==> src/rtl/sim_bus_arbiter.sv <==
// -----------------------------------------------------------------------------
// sim_bus_arbiter
//
// Round-robin arbiter that merges N_PORTS cbus-style masters onto a single
// downstream cbus slave (the shared simulation memory model). Once a master is
// granted it owns the slave port until the final response beat of its
// transaction (s_ready & s_last), so multi-beat bursts are never interleaved.
//
// Optional feature macro: SIM_BUS_WATCHDOG_EN
//   Defined   : a per-transaction cycle counter (wd_cnt) aborts a transaction
//               the slave never completes, sets the sticky err flag and hands
//               the owner one ready+last pulse with zero read data.
//   Undefined : err is tied to 0 and BUSY waits indefinitely.
//
// Parameters:
//   N_PORTS  number of masters (1..8)
//   ADDR_W   address width
//   DATA_W   data width (strobe width is DATA_W/8)
//   LEN_W    burst length field width (beats = len + 1)
//   TIMEOUT  watchdog limit in BUSY cycles (watchdog build only)
//
// Ports (per-master buses are flat, port i lives in slice i):
//   clk, reset                 clock, synchronous active-high reset
//   m_valid/m_is_write         per-master request valid / write flag
//   m_addr/m_size/m_len        per-master start address, log2 bytes, beats-1
//   m_strobe/m_data            per-master write byte enables / data (current beat)
//   m_ready/m_last             per-master beat handshake / final beat (owner only)
//   m_rdata                    read data broadcast to all masters
//   s_valid..s_data            owner's request fields towards the slave
//   s_ready/s_last/s_rdata     slave response
//   err                        sticky watchdog error
//
// Handshake semantics: a beat transfers in any cycle where the arbiter is BUSY
// and s_ready is high; that cycle is reflected to the owner as m_ready. The
// transaction ends on the beat where s_last is also high (m_last to the owner).
// The owner presents the next write beat's data/strobe in the cycle after each
// m_ready; the arbiter passes request fields straight through, unregistered.
// -----------------------------------------------------------------------------
module sim_bus_arbiter #(
    parameter int N_PORTS = 2,
    parameter int ADDR_W  = 32,
    parameter int DATA_W  = 64,
    parameter int LEN_W   = 4,
    parameter int TIMEOUT = 1024
) (
    input  logic                          clk,
    input  logic                          reset,

    input  logic [N_PORTS-1:0]            m_valid,
    input  logic [N_PORTS-1:0]            m_is_write,
    input  logic [N_PORTS*ADDR_W-1:0]     m_addr,
    input  logic [N_PORTS*3-1:0]          m_size,
    input  logic [N_PORTS*LEN_W-1:0]      m_len,
    input  logic [N_PORTS*DATA_W/8-1:0]   m_strobe,
    input  logic [N_PORTS*DATA_W-1:0]     m_data,
    output logic [N_PORTS-1:0]            m_ready,
    output logic [N_PORTS-1:0]            m_last,
    output logic [DATA_W-1:0]             m_rdata,

    output logic                          s_valid,
    output logic                          s_is_write,
    output logic [ADDR_W-1:0]             s_addr,
    output logic [2:0]                    s_size,
    output logic [LEN_W-1:0]              s_len,
    output logic [DATA_W/8-1:0]           s_strobe,
    output logic [DATA_W-1:0]             s_data,
    input  logic                          s_ready,
    input  logic                          s_last,
    input  logic [DATA_W-1:0]             s_rdata,

    output logic                          err
);

    localparam int STRB_W = DATA_W / 8;
    // Owner / pointer width; a single-port build still needs a 1-bit register.
    localparam int OW     = (N_PORTS > 1) ? $clog2(N_PORTS) : 1;

    localparam logic [0:0] ST_IDLE = 1'b0;
    localparam logic [0:0] ST_BUSY = 1'b1;

    logic [0:0]    state;
    logic [OW-1:0] owner;
    logic [OW-1:0] rr_ptr;

    // Round-robin scan results (valid only while IDLE).
    logic          scan_found;
    logic [OW-1:0] scan_idx;
    logic [OW-1:0] scan_next;

    // Watchdog abort pulse; constant 0 when the watchdog is not built.
    logic          wd_fire;
    logic          busy;
    logic          done;

    assign busy = (state == ST_BUSY);
    // Transaction ends on the last response beat or on a watchdog abort.
    assign done = busy && ((s_ready && s_last) || wd_fire);

    // -------------------------------------------------------------------------
    // Round-robin scan: walk the request vector starting at rr_ptr, wrapping
    // modulo N_PORTS, and take the first set bit. The inner loop keeps every
    // bit select constant so the scan unrolls into a plain priority mux.
    // -------------------------------------------------------------------------
    always_comb begin
        scan_found = 1'b0;
        scan_idx   = '0;
        scan_next  = '0;
        for (int k = 0; k < N_PORTS; k++) begin
            for (int i = 0; i < N_PORTS; i++) begin
                if (!scan_found && m_valid[i] &&
                    (((int'(rr_ptr) + k) % N_PORTS) == i)) begin
                    scan_found = 1'b1;
                    scan_idx   = OW'(i);
                    scan_next  = OW'((i + 1) % N_PORTS);
                end
            end
        end
    end

    // -------------------------------------------------------------------------
    // Request mux towards the slave and response demux back to the owner.
    // Everything is zero while IDLE so slave responses are ignored then.
    // -------------------------------------------------------------------------
    always_comb begin
        s_valid    = 1'b0;
        s_is_write = 1'b0;
        s_addr     = '0;
        s_size     = '0;
        s_len      = '0;
        s_strobe   = '0;
        s_data     = '0;
        m_ready    = '0;
        m_last     = '0;
        if (busy) begin
            for (int i = 0; i < N_PORTS; i++) begin
                if (owner == OW'(i)) begin
                    // s_valid follows the owner even if it drops valid
                    // mid-transaction; the grant is held regardless.
                    s_valid    = m_valid[i];
                    s_is_write = m_is_write[i];
                    s_addr     = m_addr[i*ADDR_W +: ADDR_W];
                    s_size     = m_size[i*3 +: 3];
                    s_len      = m_len[i*LEN_W +: LEN_W];
                    s_strobe   = m_strobe[i*STRB_W +: STRB_W];
                    s_data     = m_data[i*DATA_W +: DATA_W];
                    m_ready[i] = s_ready || wd_fire;
                    m_last[i]  = (s_ready && s_last) || wd_fire;
                end
            end
        end
    end

    // A watchdog abort hands the owner zeroed read data rather than whatever
    // the stalled slave happens to drive.
    assign m_rdata = wd_fire ? '0 : s_rdata;

    // -------------------------------------------------------------------------
    // Grant FSM
    // -------------------------------------------------------------------------
    always_ff @(posedge clk) begin
        if (reset) begin
            state  <= ST_IDLE;
            owner  <= '0;
            rr_ptr <= '0;
        end else begin
            case (state)
                ST_IDLE: begin
                    if (scan_found) begin
                        state  <= ST_BUSY;
                        owner  <= scan_idx;
                        // (i+1) mod N collapses to 0 for a single-port build.
                        rr_ptr <= scan_next;
                    end
                end
                ST_BUSY: begin
                    if (done) begin
                        state <= ST_IDLE;
                    end
                end
                default: begin
                    state <= ST_IDLE;
                end
            endcase
        end
    end

`ifdef SIM_BUS_WATCHDOG_EN
    // -------------------------------------------------------------------------
    // Watchdog: wd_cnt is 0 in the first BUSY cycle and counts BUSY cycles,
    // so wd_cnt == TIMEOUT-1 marks the TIMEOUT-th BUSY cycle. That cycle is the
    // abort pulse; err is visible in the same cycle and then held sticky.
    // -------------------------------------------------------------------------
    localparam int WD_W = (TIMEOUT > 1) ? $clog2(TIMEOUT + 1) : 1;

    logic [WD_W-1:0] wd_cnt;
    logic            err_q;

    assign wd_fire = busy && !(s_ready && s_last) &&
                     (wd_cnt == WD_W'(TIMEOUT - 1));
    assign err     = err_q || wd_fire;

    always_ff @(posedge clk) begin
        if (reset) begin
            wd_cnt <= '0;
            err_q  <= 1'b0;
        end else begin
            if (state == ST_IDLE) begin
                // Cleared here so it reads 0 on the first BUSY cycle.
                wd_cnt <= '0;
            end else if (!done) begin
                wd_cnt <= wd_cnt + WD_W'(1);
            end
            if (wd_fire) begin
                err_q <= 1'b1;
            end
        end
    end
`else
    // No watchdog: nothing can abort a transaction and err never sets.
    localparam int unused_timeout = TIMEOUT;

    assign wd_fire = 1'b0;
    assign err     = 1'b0;
`endif

endmodule

==> config.mk <==
export PLATFORM = sky130hd
export DESIGN_NAME = sim_bus_arbiter
export DESIGN_NICKNAME = d
export VERILOG_FILES = /design/src/rtl/sim_bus_arbiter.sv
export SDC_FILE = /design/constraint.sdc
export NUM_CORES = 1
export LEC_CHECK = 0
export BUFFER_PORTS_ARGS = -buffer_cell sky130_fd_sc_hd__buf_2
export CORE_AREA = 2 2 183 185
export DETAILED_ROUTE_END_ITERATION = 6
export DIE_AREA = 0 0 185 187
export GPL_TIMING_DRIVEN = 1
export PLACE_DENSITY_LB_ADDON = 0.3
export SLEW_MARGIN = 0
export SYNTH_ARGS = -nofsm -noshare
export SYNTH_HDL_FRONTEND = slang
export SYNTH_SLANG_ARGS = --single-unit
==> constraint.sdc <==
create_clock -name clk -period 2.6 [get_ports clk]
set_input_delay 0.39 -clock clk [delete_from_list [all_inputs] [get_ports clk]]
set_output_delay 0.39 -clock clk [all_outputs]
set_load 0.05 [all_outputs]
# ---- Yosys cells after proc, flatten, opt, wreduce, memory -nomap -nowiden
# Index checks and enable logic that the tools add are counted.
dict set report word_totals {
  out_inout_bits 182
  reg_bits 3
  word_cells 55
}
dict set report classes {
  n_addsub 1
  n_mux 33
  n_reduce_logical 15
  n_bitwise 2
  eq_ne 1
}
# operator n
set ops {}
lappend ops {{two-way mux 64 bit} 2}
lappend ops {{zero test 32 bit} 2}
lappend ops {{two-way mux 32 bit} 2}
lappend ops {{two-way mux 1 bit} 20}
lappend ops {{two-way mux 8 bit} 2}
lappend ops {{logical AND 1 bit} 9}
lappend ops {{two-way mux 4 bit} 2}
lappend ops {{two-way mux 3 bit} 2}
lappend ops {{two-way mux 2 bit} 2}
lappend ops {{zero test 1 bit} 3}
lappend ops {{== test 2 bit, second input constant} 1}
lappend ops {{one-hot mux 1 bit (2 select lines)} 1}
lappend ops {{AND reduction 2 bit} 1}
lappend ops {{adder 1 bit, second input constant} 1}
lappend ops {{AND 1 bit, first input constant} 1}
lappend ops {{NOT 1 bit} 1}

# ---- Logic depth before layout (Yosys ltp)
# Gate-level depths: netlist of the first run.
dict set report logic_depth {
  depth_word 17
  depth_mapped 5
  mapped_depth_nobuf 3
}

# ---- Worst setup path after synthesis of the first run
# OpenSTA, ideal clock, no wires.
dict set report synth_timing {
  kind {flip-flop to output port}
  startpoint {register owner}
  endpoint {output s_addr[0]}
  arrival_time_ns 1.534
  stages_incl_launch_ff 6
  required_time_ns 2.210
  slack_ns 0.676
  path_buffers 3
  path_cell_list {dfxtp_1 -> buf_4 -> buf_6 -> buf_8 -> mux2i_1 -> nor2b_1}
}
dict set report synth_via {
  elab_chain_len 2
}
# element line_no
set synth_rtl {}
lappend synth_rtl {{from (decl)} 82} ;# logic [OW-1:0] owner;
lappend synth_rtl {{from (signal assigned)} 170} ;# owner <= scan_idx;
lappend synth_rtl {{two-way mux 32 bit} 136} ;# if (owner == OW'(i)) begin
lappend synth_rtl {{two-way mux 32 bit} 134} ;# if (busy) begin
lappend synth_rtl {{to (decl)} 62} ;# output logic [ADDR_W-1:0] s_addr,
# No other way between the ends.

# ---- Worst setup path after layout of the first run
dict set report layout_timing {
  startpoint {register owner}
  endpoint {output s_data[35]}
}
dict set report layout_via {
  elab_chain_len 2
}
# element line_no
set layout_rtl {}
lappend layout_rtl {{two-way mux 64 bit} 136}
lappend layout_rtl {{two-way mux 64 bit} 134}
lappend layout_rtl {{to (decl)} 66} ;# output logic [DATA_W-1:0] s_data,
# No other way between the ends.

==> results of run 1 <==
[power groups by stage]
stage	sequential [mW]	combinational [mW]	clock [mW]
floorplan	0.0525	1.05	0
global placement	0.0805	1.11	0
detailed placement	0.0805	1.10	0
CTS	0.0798	1.11	0.247
global route	0.0810	1.16	0.255
finish	0.0767	1.10	0.243
[path summary, 6_finish.rpt]
path	start	end	slack, ns	depth (start not counted)
worst max-delay path	owner$_SDFFE_PP0P_	s_data[35]	0.49	4
worst min-delay path	reset	owner$_SDFFE_PP0P_	0.36	2
worst max register to register	busy$_SDFF_PP0_	owner$_SDFFE_PP0P_	1.32	4
worst min register to register	rr_ptr$_SDFFE_PP0P_	rr_ptr$_SDFFE_PP0P_	0.51	2
[synthesized netlist by cell type, drive strengths merged]
cell type  count  share of area
o21ai          1         0.0019
conb           1         0.0014
nor2           1         0.0014
and4           1         0.0033
mux2i        113           0.43
nor2b        113           0.27
dfxtp          3          0.023
a311oi         1         0.0033
and4b          1         0.0038
a21oi          2         0.0038
o21bai         1         0.0028
nor3           1         0.0019
buf           79           0.23
clkbuf        12          0.017
nand2b         1         0.0024
inv            1         0.0014
and3b          1         0.0033
nor3b          1         0.0028
and3           1         0.0024
[kinds of logic after synthesis]
family | after synthesis
AO/OA/AOI/OAI | 5
buffers and inverters | 92
flip-flops | 3
multiplexers | 113
other | 1
AND/OR/NAND/NOR | 121
[registers in the layout, indices dropped and copies added, names as in the netlist]
register	cells
owner	1
rr_ptr	1
busy	1
[layer usage]
layer,vias to the layer above,share of wire,GRT usage
met2,215,0.50,0.112
li1,1596,-,-
met5,-,0.0011,0
met4,2,0.029,0.0290
met1,1368,0.35,0.0532
met3,24,0.12,0.0167
[worst max-delay path: stages (launching register included)]
cell	delay [ns]
sky130_fd_sc_hd__dfxtp_4	0.66
sky130_fd_sc_hd__buf_4	0.33
sky130_fd_sc_hd__mux2i_1	0.21
sky130_fd_sc_hd__nor2b_1	0.06
sky130_fd_sc_hd__buf_2	0.21
[final cells by class]
type	instances	area, µm²	share of cell area
Clock buffer	4	78.8	0.0175
Inverter	1	3.75	0.000832
Multi-Input combinational cell	240	1930	0.428
Sequential cell	3	67.6	0.0150
Tap cell	448	561	0.124
Timing Repair Buffer	361	1870	0.415
==> metrics.log, run 1 <==
[metrics] status: finished, final reports clean
[metrics] Peak supply drop: 0.000241 V
[metrics] number of buffers added to fix hold violations after cts: 0
[metrics] leak pwr: 2.23 nW
[metrics] P per Cell Area: 314 nW/µm²
[metrics] Max-Cap Viols: 0
[metrics] RSZ-0062 raised after global routing: false
[metrics] number of buffers created by CTS: 3
[metrics] largest family of logic cells by synthesized area: multiplexers
[metrics] Die Span Y: 187 µm
[metrics] slew at the pin with the worst max-slew slack: 0.508 ns
[metrics] worst hold slack: 0.362 ns
[metrics] net total in the final layout: 904
[metrics] worst-case setup margin in the final layout: 0.486 ns
[metrics] DRC violation total after the first TritonRoute iteration: 41
[metrics] cell count after placement: 1053
[metrics] adder-cell area share of the yosys netlist: 0
[metrics] fin cells: 1057
[metrics] root buffer cell: sky130_fd_sc_hd__clkbuf_16
[metrics] most frequent cells in the layout: sky130_fd_sc_hd__buf_2 (346), sky130_fd_sc_hd__mux2i_1 (113), sky130_fd_sc_hd__nor2b_1 (113)
[metrics] area grow syn2layout: 70.5%
[metrics] Total GRT Usage: 0.0574
[metrics] Post-Synthesis Cell Area: 2650 µm²
[metrics] Post-Synth Simple-Gate Area: 0.289
[metrics] count of fill cells added during filler insertion: 3838
[metrics] switching part of the total power: 0.547
[metrics] critical path launch point type: flip-flop
[metrics] TritonRoute pass-1 iters: 4
[metrics] number of hold violations in the final report: 0
[metrics] Core Util, Final: 0.137
[metrics] Setup Crit Path Kind: flip-flop to primary output
[metrics] power share of the sequential group: 0.054
[metrics] CTS clock-pin slew for the worst setup and hold paths: 0.03 ns
[metrics] share of the synthesized area in compound gates (AO/OA/AOI/OAI): 0.0118
[metrics] number of cells upsized or downsized after cts: 0
[metrics] post-route clock skew: 0.00118 ns
[metrics] xor/xnor share of the synthesized area: 0
[metrics] part of the power in combinational logic: 0.774
[metrics] number of setup buffers added after CTS: 0
[metrics] HPWL Detailed: 9.64 mm
[metrics] per-cell via count in the routed design: 3.03
[metrics] via count of the first global-routing pass: 3053
[metrics] wire length of the first global-routing pass: 15.3 mm
[metrics] final non-filler cell area: 4510 µm²
[metrics] antenna cells: 0
[metrics] antenna violations before repair: 1
[metrics] overall die area: 34600 µm²
[metrics] net switching component of the power: 0.775 mW
[metrics] deepest clock path buffer count: 2
[metrics] Fmax: 0.473 GHz
[metrics] Initial Utilization: 0.0805
[metrics] most common library cell in the layout ignoring fill and taps: sky130_fd_sc_hd__buf_2
[metrics] standard-cell row count: 67
[metrics] total of warnings raised by yosys: 0
[metrics] register bit count reported by yosys: 3
[metrics] clock sink count: 3
[metrics] average cell area after synthesis: 7.90 µm²
[metrics] number of antenna-violating nets in the routed design: 0
[metrics] total design power: 1.42 mW
[metrics] fraction of synthesized area in multiplexers: 0.428
[metrics] count of H-tree levels built during CTS: 1
[metrics] worst rel slew slack: 0.662
[metrics] ratio of final minimum period to clock period: 0.813
[metrics] placed cell area: 4430 µm²
[metrics] data arrival time of the worst path: 1.72 ns
[metrics] ratio of cells with drive above 1 in the final layout: 0.601
[metrics] Placer Congestion: 0.782
[metrics] via count: 3205
[metrics] Overflow after GRT: 0
[metrics] overall die width: 185 µm
[metrics] core footprint: 32900 µm²
[metrics] port bufs: 346
[metrics] total wirelength of the detailed-routed design: 11.1 mm
[metrics] post-synthesis cell type count: 22
[metrics] clock latency on the worst-skew pair: 0.22 ns
[metrics] Power Internal: 0.640 mW
[metrics] part of the power in the clock network: 0.171
[metrics] worst path required time: 2.21 ns
[metrics] routed length per instance: 10.5 µm
[metrics] Critical Path End Type: primary output
[metrics] detailed-route DRC error count: 0
[metrics] number of instances in the synthesized netlist: 335
[metrics] number of top-level design ports: 476
[metrics] TritonCTS clock tree: built
[metrics] Setup Viol. Count Final: 0
[metrics] number of nets produced by synthesis: 629
[metrics] maximum number of pins on one net before global-route repair: 62
[metrics] setup slack at placement: 0.643 ns
[metrics] post-layout minimum cycle time: 2.11 ns
[metrics] setup TNS: 0 ns
[metrics] sequential cell area fraction in the yosys report: 0.0227
[metrics] number of max-slew violations in the final report: 0
[metrics] CP max FO: 27
[metrics] worst min-delay path category: primary input to flip-flop
(Power assumes the default switching activity.)
==> inputs of run 2 (changes only) <==
--- a/config.mk
+++ b/config.mk
@@ -5,10 +5,11 @@
 export SDC_FILE = /design/constraint.sdc
 export NUM_CORES = 1
 export LEC_CHECK = 0
+export ABC_AREA = 1
 export BUFFER_PORTS_ARGS = -buffer_cell sky130_fd_sc_hd__buf_2
-export CORE_AREA = 2 2 183 185
+export CORE_AREA = 2 2 186 188
 export DETAILED_ROUTE_END_ITERATION = 6
-export DIE_AREA = 0 0 185 187
+export DIE_AREA = 0 0 188 190
 export GPL_TIMING_DRIVEN = 1
 export PLACE_DENSITY_LB_ADDON = 0.3
 export SLEW_MARGIN = 0
==> constraint.sdc (replaced) <==
create_clock -name clk -period 2 [get_ports clk]
set_input_delay 0.3 -clock clk [delete_from_list [all_inputs] [get_ports clk]]
set_output_delay 0.3 -clock clk [all_outputs]
set_load 0.05 [all_outputs]
==> run 2 against run 1 <==
Synthesized area is 2.3% lower. Setup slack worse by 0.46 ns. Routed wire length is 26% higher. Count of clock-buffer cells in the layout stayed put. First-iteration DRC count grew to 3.8 times the previous value. Total power is 44% higher. Via count is 21% higher. Combinational power is 50% higher.
==> metrics.log, run 2 <==
[metrics] area grow syn2layout: 76.7%
[metrics] switching part of the total power: 0.605 (+0.0572)
[metrics] Placer Congestion: 0.810 (+3.7%)
[metrics] most common library cell in the layout ignoring fill and taps: sky130_fd_sc_hd__buf_2
[metrics] standard-cell row count: 68 (+1.5%)
[metrics] ratio of cells with drive above 1 in the final layout: 0.571 (-0.0303)
[metrics] Core Util, Final: 0.135 (-0.00266)
[metrics] synth top area cells: sky130_fd_sc_hd__nand3_1 (22%), sky130_fd_sc_hd__buf_4 (19%), sky130_fd_sc_hd__o21ai_2 (17%)
[metrics] number of cells on the worst reg-to-reg path: 3 (-1)
[metrics] worst min-delay path category: primary input to flip-flop
[metrics] wire length of the first global-routing pass: 18.8 mm (+23%)
[metrics] number of top-level design ports: 476 (unchanged)
[metrics] status: finished, final reports clean
[metrics] Fmax: 0.508 GHz
[metrics] startpoint of the worst register-to-register path: busy$_SDFF_PP0_
[metrics] average cell area after synthesis: 5.52 µm² (-30%)
[metrics] DRC violation total after the first TritonRoute iteration: 155 (+280%)
[metrics] port bufs: 346 (unchanged)
[metrics] count of fill cells added during filler insertion: 3998 (+4.2%)
[metrics] data arrival time of the worst path: 1.67 ns (-0.05 ns)
[metrics] TritonCTS clock tree: built
[metrics] antenna cells: 0 (unchanged)
[metrics] Routed met1 length: 5.42 mm (+40%)
[metrics] part of the power in combinational logic: 0.807 (+0.033)
[metrics] TritonRoute pass-1 iters: 4 (unchanged)
[metrics] number of buffers added to fix hold violations after cts: 0 (unchanged)
[metrics] ratio of final minimum period to clock period: 0.985
[metrics] met2 WL: 6.77 mm (+21%)
[metrics] Power Internal: 0.806 mW (+26%)
[metrics] CTS clock-pin slew for the worst setup and hold paths: 0.03 ns (about the same)
[metrics] top routing layer used: met4
[metrics] antenna violations before repair: 0 (-1)
[metrics] via count of the first global-routing pass: 3567 (+17%)
[metrics] net switching component of the power: 1.23 mW (+59%)
[metrics] register bit count reported by yosys: 3 (unchanged)
[metrics] worst path required time: 1.70 ns (-0.51 ns)
[metrics] number of setup buffers added after CTS: 0 (unchanged)
[metrics] Worst Hold Path EP: owner$_SDFFE_PP0P_
[metrics] R2R Path End: busy$_SDFF_PP0_
[metrics] Critical Path End Type: primary output
[metrics] worst-case setup margin in the final layout: 0.0309 ns (-0.455 ns)
[metrics] leak pwr: 2.62 nW (+17%)
[metrics] Post-synth EDFFs: 0 (unchanged)
[metrics] total wirelength of the detailed-routed design: 13.9 mm (+26%)
[metrics] Synth top area share: 0.221 (-0.207)
[metrics] per-cell via count in the routed design: 3.29 (+8.7%)
[metrics] HPWL Detailed: 10.4 mm (+8.3%)
[metrics] Initial Utilization: 0.0761 (-0.00434)
[metrics] number of max-slew violations in the final report: 0 (unchanged)
[metrics] post-route clock skew: 0.000197 ns (-0.000982 ns)
[metrics] net total in the final layout: 1017 (+13%)
[metrics] metal3 WL: 1.28 mm (-0.47%)
[metrics] most frequent cells in the layout: sky130_fd_sc_hd__buf_2 (305), sky130_fd_sc_hd__inv_1 (116), sky130_fd_sc_hd__nand3_1 (114)
[metrics] number of buffers created by CTS: 3 (unchanged)
[metrics] ys async rst share: 0 (unchanged)
[metrics] part of the power in the clock network: 0.157 (-0.014)
[metrics] core footprint: 33900 µm² (+3.3%)
[metrics] largest area contributor in the synthesized netlist: sky130_fd_sc_hd__nand3_1
[metrics] leading cell types by count after synthesis: sky130_fd_sc_hd__inv_1 (116), sky130_fd_sc_hd__nand3_1 (114), sky130_fd_sc_hd__buf_4 (66), sky130_fd_sc_hd__o21ai_0 (64), sky130_fd_sc_hd__o21ai_2 (50)
[metrics] Overflow after GRT: 0 (unchanged)
[metrics] worst hold path stage count: 2 (unchanged)
[metrics] overall die area: 35700 µm² (+3.3%)
[metrics] critical path launch point type: flip-flop
[metrics] post-layout minimum cycle time: 1.97 ns
[metrics] Max-Cap Viols: 0 (unchanged)
[metrics] Total GRT Usage: 0.0648 (+0.00736)
[metrics] worst hold slack: 0.301 ns (-0.0610 ns)
[metrics] power share of the sequential group: 0.036 (-0.018)
[metrics] root buffer cell: sky130_fd_sc_hd__clkbuf_16
[metrics] detailed-route DRC error count: 0 (unchanged)
[metrics] slack of the worst reg-to-reg path: 0.88 ns (-0.44 ns)
[metrics] most frequently used flop master after synthesis: sky130_fd_sc_hd__dfxtp_1
[metrics] total design power: 2.04 mW (+44%)
[metrics] sequential cell area fraction in the yosys report: 0.0232 (+0.000528)
[metrics] clock latency on the worst-skew pair: 0.22 ns (about the same)
[metrics] post-synthesis cell type count: 17 (-23%)
[metrics] total of warnings raised by yosys: 0 (unchanged)
[metrics] number of instances in the synthesized netlist: 468 (+40%)
[metrics] clock sink count: 3 (unchanged)
[metrics] Setup Crit Path Kind: flip-flop to primary output
[metrics] top-count cell post-synth: sky130_fd_sc_hd__inv_1
[metrics] Setup Viol. Count Final: 0 (unchanged)
[metrics] routed length per instance: 11.8 µm (+13%)
[metrics] number of antenna-violating nets in the routed design: 0 (unchanged)
[metrics] setup slack at placement: 0.171 ns (-0.472 ns)
[metrics] count of H-tree levels built during CTS: 1 (unchanged)
[metrics] via count: 3878 (+21%)
[metrics] deepest clock path buffer count: 2 (unchanged)
[metrics] overall die width: 188 µm (+1.6%)
[metrics] Die Span Y: 190 µm (+1.6%)
[metrics] CP max FO: 58 (+110%)
[metrics] origin of the worst min-delay path: reset
[metrics] Peak supply drop: 0.000201 V (-17%)
[metrics] Post-Synthesis Cell Area: 2580 µm² (-2.3%)
[metrics] P per Cell Area: 447 nW/µm² (+42%)
[metrics] number of hold violations in the final report: 0 (unchanged)
[metrics] number of nets produced by synthesis: 762 (+21%)
[metrics] maximum number of pins on one net before global-route repair: 116 (+87%)
## run 2: changes by cell type in the layout (fill, tap and decap cells not counted), sizes merged, moves of 4 or more
cell | previous run | this run
nor2b | 113 | 0
clkbuf | 4 | 20
buf | 361 | 338
nand3 | 0 | 114
nand2 | 0 | 6
mux2i | 113 | 0
o21ai | 1 | 114
inv | 1 | 117
nor2 | 1 | 5
## run 2: kinds of logic (layout without fill, tap and decap cells)
kind of cell / count (synthesis) / count (layout) / share of synthesized area
AND/OR/NAND/NOR: 127 / 127 / 0.242
flip-flops: 3 / 3 / 0.0232
buffers and inverters: 221 / 475 / 0.437
other: 1 / 1 / 0.00145
AO/OA/AOI/OAI: 116 / 116 / 0.297
## run 2: layout make-up
type                       count  area, µm²  share of cell area
multi-input combinational    244       1400               0.307
tap                          455        569               0.125
sequential                     3       67.6              0.0148
timing repair buffer         354       2010               0.440
inverter                     117        439              0.0961
clock buffer                   4       78.8              0.0173
## run 2: routing by layer
layer,track usage,up-vias
met5,0,-
met4,0.0224,0
met3,0.0205,40
met2,0.112,218
met1,0.0749,1697
li1,-,1923
## run 2: worst max-delay path by stage
stage	from	slack, ns	depth (start not counted)	end
2_1_floorplan	busy$_SDFF_PP0_	-0.36	6	s_addr[15]
3_3_place_gp	busy$_SDFF_PP0_	0.17	5	s_addr[18]
3_5_place_dp	busy$_SDFF_PP0_	0.17	5	s_addr[18]
4_1_cts	busy$_SDFF_PP0_	-0.00007	5	s_size[2]
5_1_grt	busy$_SDFF_PP0_	-0.02	5	s_addr[19]
6_report	busy$_SDFF_PP0_	0.03	5	s_addr[20]
## run 2: critical path: stages (launching register included)
cell and delay, ns:
sky130_fd_sc_hd__dfxtp_4 0.37, sky130_fd_sc_hd__inv_2 0.05, sky130_fd_sc_hd__or2_4 0.27, sky130_fd_sc_hd__buf_16 0.19, sky130_fd_sc_hd__o21ai_0 0.20, sky130_fd_sc_hd__buf_2 0.29
## run 2: what timing repair did
action,CTS,global route
resized for setup,25,24
endpoints found under the setup margin,24,83
cloned,0,2
## run 2: through the flow
step | instance area, µm² | std cells | TNS (ns)
floorplan | 2580 | 468 | -18.82
global placement | 4340 | 1171 | 0
detailed placement | 4340 | 1171 | 0
CTS | 4480 | 1175 | -0.0000728
global route | 4570 | 1177 | -0.0299
finish | 4570 | 1177 | 0
## run 2: power groups by stage
stage          combinational [mW]  clock [mW]  sequential (mW)
2_1_floorplan                1.42           0           0.0675
3_3_place_gp                 1.57           0           0.0742
3_5_place_dp                 1.57           0           0.0738
4_1_cts                      1.60       0.323           0.0731
5_1_grt                      1.75       0.329           0.0735
6_report                     1.65       0.320           0.0730
==> inputs of run 3 (changes only) <==
--- a/config.mk
+++ b/config.mk
@@ -6,12 +6,13 @@
 export NUM_CORES = 1
 export LEC_CHECK = 0
 export ABC_AREA = 1
-export BUFFER_PORTS_ARGS = -buffer_cell sky130_fd_sc_hd__buf_2
+export BUFFER_PORTS_ARGS = -buffer_cell sky130_fd_sc_hd__clkbuf_2
 export CORE_AREA = 2 2 186 188
 export DETAILED_ROUTE_END_ITERATION = 6
 export DIE_AREA = 0 0 188 190
 export GPL_TIMING_DRIVEN = 1
 export PLACE_DENSITY_LB_ADDON = 0.3
+export SETUP_SLACK_MARGIN = 0.05
 export SLEW_MARGIN = 0
 export SYNTH_ARGS = -nofsm -noshare
 export SYNTH_HDL_FRONTEND = slang
==> run 3 against run 2 <==
Total power grew 4.2%. Sequential power shrank 0.7%. Clock power about the same. Maximum frequency up 1.3%. Utilization up 0.93 points. Count of clock-buffer cells in the layout stayed put. Global-route usage hardly changed. Non-clock buffer count down 2. Final cell count decreased by 0.17%. Sequential share of layout area is 0.096 points lower. Routed wire length fell by 8.6%.
==> metrics.log, run 3 (synthesis results as in run 2) <==
[metrics] status: finished, final reports clean
[metrics] CP max FO: 58 (unchanged)
[metrics] number of top-level design ports: 476 (unchanged)
[metrics] Die Span Y: 190 µm (unchanged)
[metrics] antenna violations before repair: 1 (+1)
[metrics] number of buffers created by CTS: 3 (unchanged)
[metrics] number of max-slew violations in the final report: 0 (unchanged)
[metrics] number of antenna-violating nets in the routed design: 0 (unchanged)
[metrics] Initial Utilization: 0.0761 (unchanged)
[metrics] TritonCTS clock tree: built
[metrics] root buffer cell: sky130_fd_sc_hd__clkbuf_16
[metrics] Worst setup startpoint: busy$_SDFF_PP0_
[metrics] TritonRoute pass-1 iters: 4 (unchanged)
[metrics] most frequent cells in the layout: sky130_fd_sc_hd__clkbuf_2 (291), sky130_fd_sc_hd__inv_1 (116), sky130_fd_sc_hd__nand3_1 (114)
[metrics] Peak supply drop: 0.000231 V (+15%)
[metrics] Overflow after GRT: 0 (unchanged)
[metrics] Core Util, Final: 0.144 (+0.00933)
[metrics] count of H-tree levels built during CTS: 1 (unchanged)
[metrics] number of hold violations in the final report: 0 (unchanged)
[metrics] Fmax: 0.515 GHz (+1.3%)
[metrics] DRC violation total after the first TritonRoute iteration: 96 (-38%)
[metrics] count of fill cells added during filler insertion: 3944 (-1.4%)
[metrics] post-route clock skew: 0.00164 ns (+0.00144 ns)
[metrics] standard-cell row count: 68 (unchanged)
[metrics] startpoint of the worst register-to-register path: busy$_SDFF_PP0_
[metrics] detailed-route DRC error count: 0 (unchanged)
[metrics] clock latency on the worst-skew pair: 0.23 ns (about the same)
[metrics] via count of the first global-routing pass: 3514 (-1.5%)
[metrics] HPWL Detailed: 11.0 mm (+4.9%)
[metrics] slack of the worst reg-to-reg path: 0.90 ns (+0.02 ns)
[metrics] worst path required time: 1.70 ns (about the same)
[metrics] per-cell via count in the routed design: 3.27 (-0.73%)
[metrics] Critical Path End Type: primary output
[metrics] data arrival time of the worst path: 1.64 ns (-0.03 ns)
[metrics] antenna cells: 0 (unchanged)
[metrics] routed length per instance: 10.8 µm (-8.4%)
[metrics] wire length of the first global-routing pass: 18.5 mm (-1.6%)
[metrics] port bufs: 346 (unchanged)
[metrics] number of buffers added to fix hold violations after cts: 0 (unchanged)
[metrics] origin of the worst min-delay path: reset
[metrics] total design power: 2.12 mW (+4.2%)
[metrics] ratio of final minimum period to clock period: 0.972 (-0.0128)
[metrics] Total GRT Usage: 0.0647 (-0.0000785)
[metrics] area grow syn2layout: 89.0%
[metrics] CTS clock-pin slew for the worst setup and hold paths: 0.03 ns (about the same)
[metrics] post-layout minimum cycle time: 1.94 ns (-0.0256 ns)
[metrics] core footprint: 33900 µm² (unchanged)
[metrics] leak pwr: 2.75 nW (+5.0%)
[metrics] total wirelength of the detailed-routed design: 12.7 mm (-8.6%)
[metrics] number of setup buffers added after CTS: 0 (unchanged)
[metrics] critical path launch point type: flip-flop
[metrics] via count: 3843 (-0.90%)
[metrics] placed cell area: 4740 µm² (+9.0%)
[metrics] final non-filler cell area: 4880 µm² (+6.9%)
[metrics] P per Cell Area: 435 nW/µm² (-2.6%)
[metrics] Placer Congestion: 0.688 (-15%)
[metrics] clock sink count: 3 (unchanged)
[metrics] most common library cell in the layout ignoring fill and taps: sky130_fd_sc_hd__clkbuf_2
[metrics] RSZ-0062 raised after global routing: true
[metrics] Max-Cap Viols: 0 (unchanged)
[metrics] Setup Viol. Count Final: 0 (unchanged)
[metrics] overall die width: 188 µm (unchanged)
[metrics] net total in the final layout: 1015 (-0.20%)
[metrics] maximum number of pins on one net before global-route repair: 59 (-49%)
[metrics] overall die area: 35700 µm² (unchanged)
[metrics] deepest clock path buffer count: 2 (unchanged)
[metrics] worst min-delay path category: primary input to flip-flop
[metrics] Setup Crit Path Kind: flip-flop to primary output
[metrics] ratio of cells with drive above 1 in the final layout: 0.649 (+0.0780)
[run 3: cell count changes in the layout (fill, tap and decap cells not counted), sizes merged]
cell / delta
clkbuf: +290
buf: -292
[run 3: per-layer routing]
metal	vias up	wire length, µm	global-route usage
met2	232	6470	0.117
met5	-	0	0
met3	34	1380	0.0238
met4	0	524	0.0351
met1	1659	4330	0.0645
li1	1918	-	-
[run 3: layout make-up]
class | count | area [µm²] | share of cell area
clock buffers | 4 | 78.8 | 0.0161
repair buffers | 352 | 2110 | 0.433
flip-flops and latches | 3 | 67.6 | 0.0138
multi-input cells | 244 | 1620 | 0.331
inverters | 117 | 439 | 0.0899
well taps | 455 | 569 | 0.117
[run 3: metrics by stage]
stage                     setup slack (ns)  TNS [ns]  hold slack, ns  instances
final                               0.0565         0           0.262       1175
after global routing               0.00845         0           0.283       1175
after CTS                           0.0378         0           0.269       1175
after detailed placement             0.235         0           0.501       1171
after global placement               0.227         0           0.495       1171
after floorplan                     -0.315     -1.72           0.369        468
[run 3: worst max-delay path: stages, from the launching register on]
cell                      delay (ns)
sky130_fd_sc_hd__dfxtp_4        0.37
sky130_fd_sc_hd__inv_2          0.05
sky130_fd_sc_hd__or2_4          0.25
sky130_fd_sc_hd__buf_12         0.19
sky130_fd_sc_hd__o21ai_2        0.18
sky130_fd_sc_hd__buf_2          0.28
[run 3: worst paths after layout]
path                                       endpoint  cells past startpoint
worst min-delay path             owner$_SDFFE_PP0P_                      2
worst min register to register  rr_ptr$_SDFFE_PP0P_                      3
worst max-delay path                      s_data[5]                      5
worst max register to register      busy$_SDFF_PP0_                      3
[run 3: where the power goes]
| group | internal, mW | switching (mW) |
|---|---|---|
| sequential | 0.0658 | 0.00667 |
| combinational | 0.536 | 1.20 |
| clock | 0.263 | 0.0570 |
[run 3: what timing repair did]
action,4_1_cts,5_1_grt
gates cloned,0,0
endpoints found under the setup margin,13,41
gates resized for setup,13,56
